**src/rtl/vga_sync_decoder.sv**
```systemverilog
// VGA timing receiver: synchronises hsync/vsync/RGB, measures line and frame length,
// locks onto the expected timing and recovers pixel coordinates and colour.
module vga_sync_decoder #(
    parameter int HTOTAL      = 832,
    parameter int VTOTAL      = 520,
    parameter int HSTART      = 168,
    parameter int VSTART      = 31,
    parameter int HACTIVE     = 640,
    parameter int VACTIVE     = 480,
    parameter int LOCK_FRAMES = 2
) (
    input  logic       clk,
    input  logic       rst_n,
    input  logic       hsync_in,
    input  logic       vsync_in,
    input  logic       red_in,
    input  logic       green_in,
    input  logic       blue_in,
    output logic [9:0] x_px,
    output logic [9:0] y_px,
    output logic       activevideo,
    output logic [2:0] color_px,
    output logic       locked,
    output logic       frame_start,
    output logic       sync_err,
    output logic [9:0] line_len,
    output logic [9:0] frame_lines
);
    localparam logic [9:0] H_LAST = 10'(HTOTAL - 1);
    localparam logic [9:0] H_MISS = 10'(HTOTAL + 16);
    localparam logic [9:0] V_LAST = 10'(VTOTAL - 1);
    localparam logic [9:0] V_MISS = 10'(VTOTAL + 4);
    localparam logic [9:0] H_BEG  = 10'(HSTART);
    localparam logic [9:0] H_END  = 10'(HSTART + HACTIVE);
    localparam logic [9:0] V_BEG  = 10'(VSTART);
    localparam logic [9:0] V_END  = 10'(VSTART + VACTIVE);
    localparam int         GW     = $clog2(LOCK_FRAMES + 1);
    localparam logic [GW-1:0] G_LAST = GW'(LOCK_FRAMES - 1);

    typedef enum logic [1:0] {SEARCH, MEASURE, LOCKED} state_t;

    state_t        state, state_nxt;
    logic [GW-1:0] gcnt, gcnt_nxt;
    logic [2:0]    hs_q, vs_q, r_q, g_q, b_q;
    logic [9:0]    hcnt, vcnt;
    logic          vpend;
    logic          hfall, vfall, chk_fail, err, in_win;
    logic [2:0]    rgb_s;

    function automatic logic [9:0] sat_inc(input logic [9:0] v);
        return (v == 10'h3ff) ? v : v + 10'd1;
    endfunction

    // Stage 3 of the sync chains feeds the edge detectors; colour gets the same
    // third flop so it stays aligned with counters that update after the edge.
    always_ff @(posedge clk or negedge rst_n) begin
        if (!rst_n) begin
            hs_q <= 3'b111;
            vs_q <= 3'b111;
            r_q  <= 3'b000;
            g_q  <= 3'b000;
            b_q  <= 3'b000;
        end else begin
            hs_q <= {hs_q[1:0], hsync_in};
            vs_q <= {vs_q[1:0], vsync_in};
            r_q  <= {r_q[1:0], red_in};
            g_q  <= {g_q[1:0], green_in};
            b_q  <= {b_q[1:0], blue_in};
        end
    end

    assign hfall = hs_q[2] & ~hs_q[1];
    assign vfall = vs_q[2] & ~vs_q[1];
    assign rgb_s = {r_q[2], g_q[2], b_q[2]};

    always_ff @(posedge clk or negedge rst_n) begin
        if (!rst_n) begin
            hcnt        <= '0;
            vcnt        <= '0;
            vpend       <= 1'b0;
            line_len    <= '0;
            frame_lines <= '0;
        end else begin
            hcnt <= hfall ? 10'd0 : sat_inc(hcnt);
            if (hfall) begin
                line_len <= sat_inc(hcnt);
                vcnt     <= vpend ? 10'd0 : sat_inc(vcnt);
            end
            if (vfall) begin
                frame_lines <= sat_inc(vcnt);
                vpend       <= 1'b1;
            end else if (hfall) begin
                vpend <= 1'b0;
            end
        end
    end

    assign chk_fail = (hfall && (hcnt != H_LAST)) || (vfall && (vcnt != V_LAST)) ||
                      (hcnt == H_MISS) || (vcnt == V_MISS);

    always_comb begin
        state_nxt = state;
        gcnt_nxt  = gcnt;
        err       = 1'b0;
        case (state)
            SEARCH: begin
                if (vfall) begin
                    state_nxt = MEASURE;
                    gcnt_nxt  = '0;
                end
            end
            MEASURE: begin
                if (chk_fail) begin
                    err       = 1'b1;
                    state_nxt = SEARCH;
                end else if (vfall) begin
                    gcnt_nxt = gcnt + 1'b1;
                    if (gcnt == G_LAST) state_nxt = LOCKED;
                end
            end
            LOCKED: begin
                if (chk_fail) begin
                    err       = 1'b1;
                    state_nxt = SEARCH;
                end
            end
            default: state_nxt = SEARCH;
        endcase
    end

    assign in_win = (state == LOCKED) && (hcnt >= H_BEG) && (hcnt < H_END) &&
                    (vcnt >= V_BEG) && (vcnt < V_END);

    always_ff @(posedge clk or negedge rst_n) begin
        if (!rst_n) begin
            state       <= SEARCH;
            gcnt        <= '0;
            locked      <= 1'b0;
            sync_err    <= 1'b0;
            frame_start <= 1'b0;
            activevideo <= 1'b0;
            x_px        <= '0;
            y_px        <= '0;
            color_px    <= '0;
        end else begin
            state       <= state_nxt;
            gcnt        <= gcnt_nxt;
            locked      <= (state_nxt == LOCKED);
            sync_err    <= err;
            frame_start <= vfall;
            activevideo <= in_win;
            x_px        <= in_win ? hcnt - H_BEG : 10'd0;
            y_px        <= in_win ? vcnt - V_BEG : 10'd0;
            color_px    <= in_win ? rgb_s : 3'b000;
        end
    end
endmodule
```
**config.mk**
```make
export PLATFORM = sky130hd
export DESIGN_NAME = vga_sync_decoder
export DESIGN_NICKNAME = d
export VERILOG_FILES = /design/src/rtl/vga_sync_decoder.sv
export SDC_FILE = /design/constraint.sdc
export NUM_CORES = 1
export LEC_CHECK = 0
export CORE_ASPECT_RATIO = 0.7
export CORE_UTILIZATION = 49
export CTS_CLUSTER_SIZE = 25
export DETAILED_ROUTE_END_ITERATION = 12
export PLACE_DENSITY_LB_ADDON = 0.15
export SLEW_MARGIN = 20
export SYNTH_ARGS = -nofsm -noshare
export SYNTH_HDL_FRONTEND = slang
export SYNTH_SLANG_ARGS = --single-unit
export TNS_END_PERCENT = 100
```
**constraint.sdc**
```tcl
create_clock -name clk -period 2 [get_ports clk]
set_input_delay 0.3 -clock clk [delete_from_list [all_inputs] [get_ports clk]]
set_output_delay 0.3 -clock clk [all_outputs]
set_load 0.03 [all_outputs]
```
# Word-level counts from Yosys, hierarchy flattened
# Cells that the tools add are included.
# op_classes
eq_ne	13
reduce_logical	14
shift	0
n_addsub	5
n_lt_le_gt_ge	4
multipliers	0
mux	21
div	0
bitwise	4
# ops
op	count
$mux W10	6
$eq A10 B10 Y1 const B	4
$add A10 B1 Y10 const B	2
$ne A10 B10 Y1 const B	2
$mux W2	8
$ge A10 B5 Y1 const B	1
$ge A10 B8 Y1 const B	1
$lt A10 B10 Y1 const B	1
$lt A10 B9 Y1 const B	1
$sub A10 B5 Y10 const B	1
$sub A10 B8 Y10 const B	1
$logic_and A1 B1 Y1	6
$ne A2 B2 Y1 const B	3
$pmux W2 S3	1
$eq A2 B1 Y1 const B	2
$eq A2 B2 Y1 const B	2
$mux W1	4
$pmux W2 S2	1
$reduce_and A4 Y1	1
$reduce_bool A2 Y1	2
$logic_or A1 B1 Y1	3
$mux W3	1
$add A2 B1 Y2 const B	1
$and A1 B1 Y1	2
3 further kinds	4
# word_totals
word_cells	80
out_inout_bits	47
latch_bits	0
mem_count	0
reg_bits	87
rom_bits	0
ram_bits	0

# Depth between registers and ports, before layout
# Gate-level depths: netlist of the first run.
# logic_depth
word_depth	9
mapped_depth	8

# Worst setup path before layout of the first run
# Ideal clock, no wire load.
# synth_timing
path_kind	reg2reg
startpoint	register vcnt[0]
endpoint	register locked
arrival_ns	1.757
path_stages_with_launch	9
setup_time_ns	0.120
required_time_ns	1.880
synth_period_minus_slack_ns	1.877
slack_ns	0.123
n_path_buf	1
cell_sequence	dfrtp_1 clkbuf_1 inv_1 ha_1 and3_1 and3_1 nor4_4 o211ai_1 and3_1
# synth_between
elab_chain_cells	8
# synth_rtl
item	line_no	source
from (decl)	45	logic [9:0] hcnt, vcnt;
from (signal assigned)	87	vcnt <= vpend ? 10'd0 : sat_inc(vcnt);
$ne A10 B10 Y1	98	assign chk_fail = (hfall && (hcnt != H_LAST)) || (vfall && (vcnt != V_LAST)) ||
$logic_and A1 B1 Y1	98	
$logic_or A1 B1 Y1 (2 in a row)	98	
$logic_or A1 B1 Y1 *	99	(hcnt == H_MISS) || (vcnt == V_MISS);
$mux W2 (on tied branches)	122, 113	
$pmux W2 S3 *	105	case (state)
$eq A2 B2 Y1 *	148	locked <= (state_nxt == LOCKED);
to (signal assigned)	148	
to (decl)	23	output logic locked,
# Every way passes the cells marked *; elsewhere a longest branch is shown, timed or not.
# A chain may end at the register's enable or synchronous reset.

# Worst setup path in the final report of the first run
# layout_timing
startpoint	register hcnt[5]
endpoint	register locked
# layout_between
elab_chain_cells	8
# layout_rtl
item	line_no	source
from (decl)	45	
from (signal assigned)	84	hcnt <= hfall ? 10'd0 : sat_inc(hcnt);
$ne A10 B10 Y1	98	
$logic_and A1 B1 Y1	98	
$logic_or A1 B1 Y1	98	
$logic_or A1 B1 Y1 *	98	
$logic_or A1 B1 Y1 *	99	
$mux W2 (on tied branches)	122, 113	
$pmux W2 S3 *	105	
named net state_nxt[1]	42	state_t state, state_nxt;
$eq A2 B2 Y1 *	148	
# The timed path passes the listed nets; every way through them passes the cells marked *.

==> results.json, run 1 <==
{
  "synthesis.area_sq_um": 3785,
  "synthFlopType": "dfrtp_1",
  "synth_edf_count": 0,
  "cpPeakStageDelay_ps": 510,
  "min_path_type": "reg2reg",
  "vias": 2806,
  "hpwlAfterDp_mm": 5.589,
  "antenna_found_initial": 0,
  "rsz0062_at_grt": "false",
  "finalCritPeriodShare_pct": 96.79,
  "max_freq_ghz": 0.5166,
  "port_buffers": 53,
  "pwr-share-clk_pct": 32.8,
  "drv_slew": 0,
  "tightest_slew_ps": 459.4,
  "syn_to_final_growth_pct": 27.87,
  "ys_seq_area_share_pct": 57.72,
  "async_flop_share_pct": 100.0,
  "hold_slack_ps": 352.2,
  "cts.reportedPaths.clkPinSlew_ps": 80,
  "row_count": 26,
  "num_antenna_cells": 0,
  "grt_pass1_vias": 2534,
  "ys_types": 50,
  "final_common_cell": "dfrtp_1",
  "start_kind": "flop",
  "fin_ws_ps": 64.12,
  "p_leak_nw": 2.234,
  "final_cell_mix": "dfrtp_1, clkdlybuf4s50_1, nor2_1",
  "synth_fp_nets": 378,
  "p_seq_share_pct": 47.9,
  "critical_path.top_delay_family": "simple AND/OR/NAND/NOR gates",
  "cts.sinks": 87,
  "gp_congestion": 0.8350,
  "worst_clock_skew_ps": 9.525,
  "grt_pass1_wl_mm": 12.90,
  "critical_path_class": "reg2reg",
  "die_w_um": 107.0,
  "routed_wl_mm": 7.878,
  "dieArea_sq_um": 8085,
  "overflow": 0,
  "cp_num_buf_inv": 1,
  "htreeDepth": 3,
  "status": "completed",
  "cp.arrival_ps": 2180,
  "peakVddDrop_mv": 0.6275,
  "die_h_um": 75.53,
  "core_area_sq_um": 7385,
  "grt_max_degree": 35,
  "final_net_count": 449,
  "synth_largest_area_cell": "dfrtp_1",
  "syn_inst": 359,
  "post-place-ws_ps": 50.55,
  "grt.total_usage_pct": 21.35,
  "drtAntennaViolNets": 0,
  "synthTopCellsByArea": "dfrtp_1, o21ai_0, nor2_1",
  "cp_max_fo": 8,
  "path_cells": "or4b_1 > nor4_2 > nor4_4 > buf_4 > o2bb2ai_1 > and3_1",
  "num_io_pins": 54,
  "synth_seq_cells": 87,
  "power_density_nw_per_um2": 887.1,
  "cts_buffers": 9,
  "wl_per_cell_um": 14.78,
  "cts_max_path_buffers": 2,
  "drtIter0Drc": 187,
  "n_fill_cell": 607,
  "initial_core_util_pct": 51.25,
  "swShare_pct": 28.56,
  "pwr-share-comb_pct": 19.3,
  "internal_power_mw": 3.067,
  "fin_crit_ps": 1936,
  "setup_viol": 0,
  "slowest_stage": "or4b_1",
  "synth_top_area_share_pct": 53.55,
  "cts_tree": "done",
  "avgSynthCellArea_sq_um": 10.54,
  "power.switching_mw": 1.226,
  "finalSetupTns_ps": 0,
  "slew_headroom_pct": 69.14,
  "critPathCaptureType": "flop",
  "hold_viol": 0,
  "vias_per_cell": 5.265,
  "crit_required_ps": 2240,
  "worstSkewPairLatency_ps": 350,
  "maxCapViolations": 0,
  "drive_gt1_share_pct": 14.25,
  "drt_pre_antenna_iters": 5,
  "drc": 0,
  "synth_warnings": 0,
  "clockRootBuffer": "clkbuf_8"
}
[sequential cells by signal (all words and copies together), names as in the netlist]
name,cells
locked,1
b_q,3
hs_q,3
x_px,10
frame_lines,10
activevideo,1
vcnt,10
g_q,3
sync_err,1
vs_q,3
gcnt,2
frame_start,1
line_len,10
vpend,1
hcnt,10
r_q,3
state,2
y_px,10
color_px,3
[timing repair]
item                       CTS  global route
setup buffers                0             4
hold buffers                 1             0
hold endpoints to repair    29             0
setup endpoints to repair    0            20
gates resized for setup      0             6
[cell type report]
class	instances	area [sq um]	share of cell area [%]
clock buffer	12	165.2	3.413
timing repair buffer	82	773.2	15.98
inverter	19	71.32	1.474
tap	98	122.6	2.534
multi-input combinational	231	1446	29.89
sequential	87	2185	45.14
clock inverter	4	76.32	1.577
[cells by family after synthesis]
family | synth area share (%)
AND/OR/NAND/NOR | 17.45
flip-flops | 57.72
AO/OA/AOI/OAI | 11.07
buffers and inverters | 4.496
XOR/XNOR | 3.702
adder cells (fa/ha/maj) | 3.967
multiplexers | 1.587
[worst paths after layout]
| check | startpoint | end | slack (ps) | cells past startpoint |
|---|---|---|---|---|
| worst max-delay path | hcnt[5] | locked | 60 | 6 |
| worst min-delay path | r_q[1] | r_q[2] | 350 | 0 |
| worst max register to register | hcnt[5] | locked | 60 | 6 |
| worst min register to register | r_q[1] | r_q[2] | 350 | 0 |
| max in group asynchronous | rst_n | vs_q[0] | 950 | 3 |
| min in group asynchronous | rst_n | x_px[2] | 420 | 2 |
[synth_stat cells (all sizes together), types with 3 or more instances]
library cell and count:
dfstp 6, dfrtp 81, nand2 32, nor3 5, inv 19, and3 6, nor2 43, o211ai 3
ha 12, nand3 9, clkbuf 15, xor2 5, nor4 4, xnor2 11, mux2i 6, nor2b 5
a21oi 12, buf 7, o21ai 34, nand2b 6, a31oi 7, nor4b 3, nand4 3
[worst register-to-register path: cells and delay by family (launching register included)]
kind	cells	cell delay, ps
and+or+nand+nor	4	1060
DFF	1	480
buffers and inverters	1	160
AOI/OAI and AO/OA	1	130
[per-layer routing]
layer  up-vias  wire length [um]  GRT usage (%)  part of all wire (%)
met5         -                 0              0                     0
met4         0                80          6.697                   1.0
met3        10               494          5.047                   6.3
met2        99              3177          28.96                    40
met1      1336              4125          33.52                    52
li1       1361                 -              -                     -
[power groups by stage]
stage	Sequential, mW	Clock [mW]	Combinational [mW]
2_1_floorplan	2.18	0	0.370
3_3_place_gp	2.07	0	0.798
3_5_place_dp	2.08	0	0.811
4_1_cts	2.05	1.45	0.816
5_1_grt	2.08	1.53	0.916
6_report	2.06	1.41	0.830
[through the flow]
step | total power, mW | instance area [sq um] | cells | utilization [%]
4_1_cts | 4.319 | 4793 | 529 | 64.91
3_5_place_dp | 2.894 | 4542 | 512 | 61.50
2_1_floorplan | 2.554 | 3785 | 359 | -
5_1_grt | 4.521 | 4840 | 533 | 65.54
3_3_place_gp | 2.873 | 4542 | 512 | 61.50
6_report | 4.293 | 4840 | 533 | 65.54
(Power assumes the default switching activity.)
==> run 2: changes to the inputs <==
- CORE_UTILIZATION: 49 -> 54
- clock period: 2 -> 2.2 ns (I/O delays scaled with it)
==> run 2 against run 1 <==
Compared with the run above:
- critical path depth rose by 1
- routed wire length rose by 1.2%
- count of clock-buffer cells in the layout fell by 1
- register-to-register slack improved by 50 ps
- first-iteration DRC count rose by 28%
- largest cell class unchanged
- highest routed layer unchanged
==> results.json, run 2 (same netlist as run 1, synthesis figures left out) <==
{
  "final_net_count": 437,
  "fin_crit_ps": 2087,
  "gp_congestion": 0.9191,
  "drive_gt1_share_pct": 10.87,
  "placed_cell_area_sq_um": 4449,
  "cts_max_path_buffers": 2,
  "cp.arrival_ps": 2360,
  "die_w_um": 102.1,
  "max_freq_ghz": 0.4792,
  "worstSkewPairLatency_ps": 360,
  "cts_buffers": 9,
  "startpoint": "vcnt[0]",
  "drv_slew": 0,
  "syn_to_final_growth_pct": 23.90,
  "drt_pre_antenna_iters": 5,
  "dp.cells": 498,
  "setup_viol": 0,
  "dieArea_sq_um": 7353,
  "hpwlAfterDp_mm": 5.664,
  "hold_start": "b_q[1]",
  "row_count": 25,
  "maxCapViolations": 0,
  "rrSetupSlack_ps": 110,
  "power_density_nw_per_um2": 804.7,
  "grt_max_degree": 46,
  "r2r_end": "vcnt[7]",
  "instances_no_fill": 517,
  "cts.sinks": 87,
  "ff2ff_path_depth": 7,
  "initial_core_util_pct": 56.02,
  "slew_headroom_pct": 61.74,
  "status": "completed",
  "finalCritPeriodShare_pct": 94.85,
  "grt.total_usage_pct": 23.51,
  "grt_pass1_wl_mm": 12.88,
  "worst_clock_skew_ps": 6.808,
  "core_area_sq_um": 6756,
  "crit_required_ps": 2470,
  "p_leak_nw": 2.142,
  "start_kind": "flop",
  "drtAntennaViolNets": 0,
  "drtIter0Drc": 239,
  "critical_path_class": "reg2reg",
  "final_cell_mix": "dfrtp_1, clkdlybuf4s50_1, nor2_1",
  "n_fill_cell": 532,
  "critPathCaptureType": "flop",
  "crit_end": "vcnt[7]",
  "clockRootBuffer": "clkbuf_8",
  "port_buffers": 53,
  "register_area_sq_um": 2185,
  "rsz0062_at_grt": "true",
  "die_h_um": 72.05,
  "vias_per_cell": 5.468,
  "multi_input_area_sq_um": 1430,
  "min_path_type": "reg2reg",
  "cts_tree": "done",
  "hold_viol": 0,
  "drc": 0,
  "grt_pass1_vias": 2573,
  "routed_wl_mm": 7.973,
  "cp_max_fo": 8,
  "hold_slack_ps": 352.1,
  "vias": 2827,
  "final_common_cell": "dfrtp_1",
  "design_area_sq_um": 4690,
  "tightest_slew_ps": 573.8,
  "ctsResizeCount": 0,
  "overflow": 0,
  "wl_per_cell_um": 15.42,
  "cts.reportedPaths.clkPinSlew_ps": 90,
  "antenna_found_initial": 0,
  "num_io_pins": 54,
  "peakVddDrop_mv": 0.5597,
  "r2r-start": "vcnt[0]",
  "htreeDepth": 3,
  "num_antenna_cells": 0
}
[run 2: final cells by class]
class / instances / area share, %
Sequential cell: 87 / 46.58
Multi-Input combinational cell: 231 / 30.50
Timing Repair Buffer: 70 / 14.30
Clock buffer: 11 / 3.228
Tap cell: 94 / 2.508
Inverter: 19 / 1.521
Clock inverter: 5 / 1.361
[run 2: layer usage]
layer	share of wire, %	GRT usage (%)
met5	0	0
met4	1.5	7.619
met3	6.0	5.299
met2	41	32.29
met1	52	36.81
[run 2: worst min-delay path by stage]
stage	to	slack, ps	depth (start not counted)
floorplan	activevideo	30	0
global placement	g_q[2]	330	0
detailed placement	b_q[2]	340	0
CTS	b_q[2]	360	0
global route	vs_q[0]	350	1
finish	b_q[2]	350	0
[run 2: power by group]
part | switching, mW | total [mW] | internal [mW]
clock | 0.573 | 1.17 | 0.596
combinational | 0.435 | 0.736 | 0.302
sequential | 0.126 | 1.87 | 1.74
total | 1.13 | 3.77 | 2.64
[run 2: critical path, stage by stage, from the launching register on]
cell and delay, ps:
dfrtp_1 460, ha_1 270, and4_1 370, nand4_2 290, buf_4 260, a31oi_1 150, o21ai_0 100, o31ai_1 100
[run 2: metrics by stage]
stage / total power, mW / setup slack [ps] / TNS, ps / utilization (%)
finish: 3.774 / 113.3 / 0 / 69.41
global route: 3.963 / -2.179 / -2.179 / 69.41
CTS: 3.794 / 132.7 / 0 / 69.19
detailed placement: 2.619 / 123.2 / 0 / 65.85
global placement: 2.605 / 240.2 / 0 / 65.85
floorplan: 2.322 / 323.4 / 0 / -
[run 2: what timing repair did]
action / CTS / global route
hold endpoints to repair: 43 / 0
hold buffers: 1 / 0
buffers inserted: 0 / 2
setup endpoints to repair: 0 / 2
==> run 3: changes to the inputs <==
- SLEW_MARGIN: 20 -> 10
==> results of run 3 <==
No change in the layout: final DEF, timing and power equal those of run 2.
